`config.mk`:
```
export PLATFORM = sky130hd
export DESIGN_NAME = tinycpu_stack_flat
export DESIGN_NICKNAME = d
export VERILOG_FILES = /design/src/rtl/tinycpu_stack_if.sv /design/src/rtl/tinycpu_stack.sv /design/src/flat_wrapper.sv
export SDC_FILE = /design/constraint.sdc
export NUM_CORES = 1
export LEC_CHECK = 0
export CAP_MARGIN = 20
export CORE_ASPECT_RATIO = 0.75
export CORE_UTILIZATION = 50
export DETAILED_ROUTE_END_ITERATION = 6
export PLACE_DENSITY = 0.73
export SLEW_MARGIN = 20
export SYNTH_ARGS = -nofsm -noshare
export SYNTH_HDL_FRONTEND = slang
export SYNTH_SLANG_ARGS = --single-unit
```
`constraint.sdc`:
```
create_clock -name clk -period 3.3 [get_ports clk]
set_input_delay 0.495 -clock clk [delete_from_list [all_inputs] [get_ports clk]]
set_output_delay 0.495 -clock clk [all_outputs]
set_load 0.01 [all_outputs]
```
`src/rtl/tinycpu_stack_if.sv`:
```
// Control/data bundle between the tinycpu sequencer and its operand stack.
// The sequencer drives commands and write data; the stack returns operands and status.
interface tinycpu_stack_if #(
  parameter int WIDTH = 16,
  parameter int CNTW  = 4
);
  logic             push;
  logic             pop;
  logic             load;
  logic             clr_err;
  logic [WIDTH-1:0] d;
  logic [WIDTH-1:0] qtop;
  logic [WIDTH-1:0] qnext;
  logic [CNTW-1:0]  count;
  logic             empty;
  logic             full;
  logic             ovf;
  logic             unf;

  modport master (
    output push, pop, load, clr_err, d,
    input  qtop, qnext, count, empty, full, ovf, unf
  );

  modport slave (
    input  push, pop, load, clr_err, d,
    output qtop, qnext, count, empty, full, ovf, unf
  );
endinterface

```
`src/rtl/tinycpu_stack.sv`:
```
// Operand stack feeding the tinycpu ALU: push/pop/load/replace with
// saturating occupancy and sticky overflow/underflow flags.
module tinycpu_stack #(
  parameter int WIDTH = 16,
  parameter int DEPTH = 8,
  parameter int CNTW  = 4
) (
  input  logic             clk,
  input  logic             reset,
  tinycpu_stack_if.slave   bus
);
  localparam int AW = (DEPTH > 1) ? $clog2(DEPTH) : 1;

  logic [WIDTH-1:0] mem [DEPTH];
  logic [CNTW-1:0]  cnt;
  logic             ovf_q;
  logic             unf_q;

  logic             has1;
  logic             has2;
  logic             is_full;
  logic [AW-1:0]    top_idx;
  logic [AW-1:0]    next_idx;

  assign has1     = (cnt != '0);
  assign has2     = (cnt >= CNTW'(2));
  assign is_full  = (cnt == CNTW'(DEPTH));
  assign top_idx  = AW'(cnt - CNTW'(1));
  assign next_idx = AW'(cnt - CNTW'(2));

  // Decoded next-state for one edge.
  logic             wr_en;
  logic [AW-1:0]    wr_idx;
  logic [CNTW-1:0]  cnt_nxt;
  logic             set_ovf;
  logic             set_unf;

  always_comb begin
    // NOTE: every output of this block gets a default first, so no path leaves
    // one unassigned and no latch is inferred.
    wr_en   = 1'b0;
    wr_idx  = top_idx;
    cnt_nxt = cnt;
    set_ovf = 1'b0;
    set_unf = 1'b0;
    if (bus.push && bus.pop) begin
      if (has1) wr_en   = 1'b1;
      else      set_unf = 1'b1;
    end else if (bus.push) begin
      if (!is_full) begin
        wr_en   = 1'b1;
        wr_idx  = AW'(cnt);
        cnt_nxt = cnt + CNTW'(1);
      end else begin
        set_ovf = 1'b1;
      end
    end else if (bus.pop) begin
      if (has1) cnt_nxt = cnt - CNTW'(1);
      else      set_unf = 1'b1;
    end else if (bus.load) begin
      if (has1) wr_en   = 1'b1;
      else      set_unf = 1'b1;
    end
  end

  // NOTE: state is updated with non-blocking assignments so every register
  // samples pre-edge values, independent of statement order.
  always_ff @(posedge clk) begin
    if (reset) begin
      cnt   <= '0;
      ovf_q <= 1'b0;
      unf_q <= 1'b0;
      // NOTE: the entry array is cleared on reset on purpose, so that no
      // uninitialised entry can ever surface on qtop/qnext.
      for (int i = 0; i < DEPTH; i++) mem[i] <= '0;
    end else begin
      cnt <= cnt_nxt;
      if (wr_en) mem[wr_idx] <= bus.d;
      // A new error in the same cycle as clr_err wins.
      if (set_ovf)          ovf_q <= 1'b1;
      else if (bus.clr_err) ovf_q <= 1'b0;
      if (set_unf)          unf_q <= 1'b1;
      else if (bus.clr_err) unf_q <= 1'b0;
    end
  end

  assign bus.qtop  = has1 ? mem[top_idx]  : '0;
  assign bus.qnext = has2 ? mem[next_idx] : '0;
  assign bus.count = cnt;
  assign bus.empty = !has1;
  assign bus.full  = is_full;
  assign bus.ovf   = ovf_q;
  assign bus.unf   = unf_q;
endmodule
```
`src/flat_wrapper.sv`:
```
// flat-port wrapper written by rule: the top's interface ports become plain ports
module tinycpu_stack_flat 
#(
  parameter int WIDTH = 16,
  parameter int DEPTH = 8,
  parameter int CNTW  = 4
)
  (clk, reset, bus_push, bus_pop, bus_load, bus_clr_err, bus_d, bus_qtop, bus_qnext, bus_count, bus_empty, bus_full, bus_ovf, bus_unf);
  tinycpu_stack_if #(.WIDTH(WIDTH), .CNTW(CNTW)) bus_i ();
  input  logic clk;
  input  logic reset;
  input wire logic [$bits(bus_i.push)-1:0] bus_push;
  input wire logic [$bits(bus_i.pop)-1:0] bus_pop;
  input wire logic [$bits(bus_i.load)-1:0] bus_load;
  input wire logic [$bits(bus_i.clr_err)-1:0] bus_clr_err;
  input wire logic [$bits(bus_i.d)-1:0] bus_d;
  output wire logic [$bits(bus_i.qtop)-1:0] bus_qtop;
  output wire logic [$bits(bus_i.qnext)-1:0] bus_qnext;
  output wire logic [$bits(bus_i.count)-1:0] bus_count;
  output wire logic [$bits(bus_i.empty)-1:0] bus_empty;
  output wire logic [$bits(bus_i.full)-1:0] bus_full;
  output wire logic [$bits(bus_i.ovf)-1:0] bus_ovf;
  output wire logic [$bits(bus_i.unf)-1:0] bus_unf;
  assign bus_i.push = bus_push;
  assign bus_i.pop = bus_pop;
  assign bus_i.load = bus_load;
  assign bus_i.clr_err = bus_clr_err;
  assign bus_i.d = bus_d;
  assign bus_qtop = bus_i.qtop;
  assign bus_qnext = bus_i.qnext;
  assign bus_count = bus_i.count;
  assign bus_empty = bus_i.empty;
  assign bus_full = bus_i.full;
  assign bus_ovf = bus_i.ovf;
  assign bus_unf = bus_i.unf;
  tinycpu_stack #(.WIDTH(WIDTH), .DEPTH(DEPTH), .CNTW(CNTW)) u_core (.clk(clk), .reset(reset), .bus(bus_i));
endmodule
```
==> results.py <==
metrics = {
    "outcome": {
        "status": "finished, final reports clean",
    },
    "floorplan": {
        "coreArea_um2": 15320,
        "ios": 62,
        "die_area_um2": 16260,
        "die_x_um": 146.9,
        "initial_core_util": 0.5140,
        "fp-row-count": 39,
        "fp.dieH_um": 110.7,
    },
    "placement": {
        "dp_hpwl_um": 13310,
        "portBuffers": 61,
        "dpl_worst_slack_ns": 0.2824,
        "gp_congestion": 0.9534,
    },
    "grt": {
        "antenna_found_initial": 0,
        "grt_first_pass_wirelength_um": 31890,
        "grt_pass1_vias": 5375,
        "track_usage": 0.2663,
        "grt_overflow_total": 0,
        "grt_max_degree": 73,
    },
    "critical_path": {
        "slowest_stage": "dfxtp_1",
        "ff2ff_path_depth": 8,
        "crit_chain": "inv_1, ha_1, buf_4, mux2i_2, nor2_1, clkdlybuf4s50_1",
        "r2r-end": "u_core.mem[0][6]",
        "worstReg2RegStart": "u_core.bus.count[1]",
        "worst-path-buf-inv": 3,
        "endpoint_kind": "output port",
        "slowest_delay_ns": 0.52,
        "crit_family": "buffers and inverters",
        "crit_required_ns": 2.80,
        "crit_type": "reg2out",
        "startpoint_type": "flip-flop",
        "arrival_ns": 2.70,
        "cp_max_fo": 16,
        "r2r_setup_slack_ns": 0.49,
    },
    "route": {
        "wirelength_um": 20450,
        "wire_per_inst_um": 24.94,
        "dr.pass1.iters": 5,
        "avgViaCountPerCell": 6.498,
        "num_vias": 5328,
        "drc_errors": 0,
        "ant_nets": 0,
        "drt_iter0_drc": 498,
    },
    "synthesis": {
        "synth_most_common_cell": "edfxtp_1",
        "netlist_top_cells_count": "128 x edfxtp_1, 64 x and3_1, 64 x mux4_2",
        "syn_area_um2": 7876,
        "seq_area_frac_synth": 0.5033,
        "synth_edf_count": 128,
        "synth_ff_type": "edfxtp_1",
        "synth.distinct_cells": 53,
        "syn_avg_cell_area_um2": 14.45,
        "ys_seq_elements": 134,
        "synthTopCellsByArea": "edfxtp_1 49%, mux4_2 18%, and3_1 5.1%, nor3b_2 4.4%, nor3b_1 3.4%",
        "synth-async-reset-ratio": 0,
        "yosysWarningCount": 0,
        "synthCells": 545,
        "synth_top_area_frac": 0.4880,
        "syn_nets": 574,
        "yosysTopAreaCell": "edfxtp_1",
    },
    "timing": {
        "fin_setup_tns_ns": 0,
        "fin_crit_sh": 0.9691,
        "relSlewSlack": 0.6133,
        "worst_pin_slew_ns": 0.5757,
        "max_freq_ghz": 0.3127,
        "final.min_clock_period_ns": 3.198,
        "rsz0062_at_grt": "no",
        "worst_slack_ns": 0.1021,
        "skew_ns": 0.005996,
        "setup_viol": 0,
        "drv_slew": 0,
        "hold_viol_final": 0,
    },
    "power_and_ir_drop": {
        "power_density_nw_per_um2": 712.8,
        "power_leakage_nw": 3.325,
        "peakVddDrop_v": 0.0003873,
    },
    "cells_and_area": {
        "antennaDiodeCount": 0,
        "area_delta_synth_final_pct": 18.62,
        "nFillCells": 1163,
        "final_layout_size_suffix_gt1_frac": 0.2846,
        "multi_input_area_um2": 3575,
        "layout.area.seq_um2": 3969,
        "final_net_count": 632,
    },
    "cts": {
        "cts_root_buffer": "clkbuf_16",
        "cts_sinks": 134,
        "clk_pin_slew_ns": 0.06,
        "htreeDepth": 4,
        "post_cts_buffers": 0,
        "clock_latency_ns": 0.41,
        "cts_tree": "built",
        "clk_path_buf_depth": 2,
        "cts_buffers": 17,
    },
    "run": {
        "drv_cap": 0,
    },
    "worst_hold_path": {
        "min_to": "u_core.bus.unf",
        "min-delay-start": "u_core.bus.unf",
        "min_path_type": "reg2reg",
        "hold_depth": 2,
    },
}
repair_timing:
item	CTS	global route
hold buffers	0	0
endpoints found under the hold margin	0	0
gates resized for setup	0	4
endpoints found under the setup margin	0	27
cell usage in the layout, fill, tap and decap left out, types with 3 or more instances in the layout:
cell type,n
nor2_1,24
nor3b_2,28
edfxtp_1,128
nand4_1,3
nor2b_1,5
inv_1,4
dfxtp_1,4
nand2_1,35
a21oi_1,21
buf_12,3
bufinv_16,5
clkinv_1,3
buf_4,29
and3_1,64
a21oi_2,3
mux2i_1,18
clkbuf_16,17
mux4_2,64
ha_1,6
nand2b_1,5
clkdlybuf4s50_1,61
nor3b_1,36
cells by family (layout without fill, tap and decap cells):
| logic type | after synthesis | after routing | synth area share |
|---|---|---|---|
| and+or+nand+nor | 211 | 211 | 0.1790 |
| DFF | 134 | 134 | 0.5033 |
| muxes | 84 | 84 | 0.2086 |
| buffers and inverters | 59 | 129 | 0.04686 |
| AOI/OAI and AO/OA | 46 | 46 | 0.04670 |
| adders and majority gates | 7 | 7 | 0.01112 |
| xor gates and xnor gates | 4 | 4 | 0.004449 |
sequential cells by signal, summed over array words and instances, names as in the netlist:
signal	flops
u_core.mem	128
u_core.bus.count	4
u_core.bus.ovf	1
u_core.bus.unf	1
through the flow:
stage	cells	power, mW	hold WS, ns	utilization	area, µm²
4_1_cts	820	6.643	0.4845	0.6087	9326
3_5_place_dp	789	4.612	0.4722	0.5674	8693
3_3_place_gp	789	4.573	0.4624	0.5674	8693
6_report	820	6.659	0.4783	0.6098	9343
2_1_floorplan	545	3.756	0.4892	-	7876
5_1_grt	820	6.893	0.5132	0.6098	9343
area by class of cell:
type | instances | share of cell area
Tap cell | 205 | 0.02745
Sequential cell | 134 | 0.4248
Multi-Input combinational cell | 352 | 0.3826
Clock buffer | 17 | 0.04553
Clock inverter | 14 | 0.02223
Inverter | 5 | 0.002277
Timing Repair Buffer | 93 | 0.09509
worst reg2reg max path: cells and delay by family, from the launching register on:
kind | cells | cell delay, ns
simple gates | 2 | 0.63
flops | 1 | 0.32
compound gates | 2 | 0.67
fa+ha+maj | 1 | 0.33
buf+inv | 3 | 0.61
layer usage:
metal / vias to the layer above / wire, µm / track usage
li1: 2276 / - / -
met1: 2705 / 8499 / 0.3891
met2: 301 / 9479 / 0.3997
met3: 46 / 2007 / 0.03992
met4: 0 / 463 / 0.1148
met5: - / 0 / 0
power breakdown:
group	switching, mW	total [mW]	internal, mW
Clock	0.705	2.03	1.33
Combinational	1.37	2.41	1.04
Sequential	0.106	2.21	2.10
worst max path at each step:
stage	start	endpoint	slack, ns	cells past startpoint
4_1_cts	u_core.bus.count[0]	bus_qnext[5]	0.03	7
3_5_place_dp	bus_push	u_core.mem[7][15]	0.28	6
2_1_floorplan	u_core.bus.count[0]	u_core.mem[6][0]	0.19	8
3_3_place_gp	bus_push	u_core.mem[6][15]	0.36	6
6_report	u_core.bus.count[2]	bus_qnext[13]	0.10	6
5_1_grt	u_core.bus.count[2]	bus_qnext[12]	0.03	6
(Power assumes the default switching activity.)
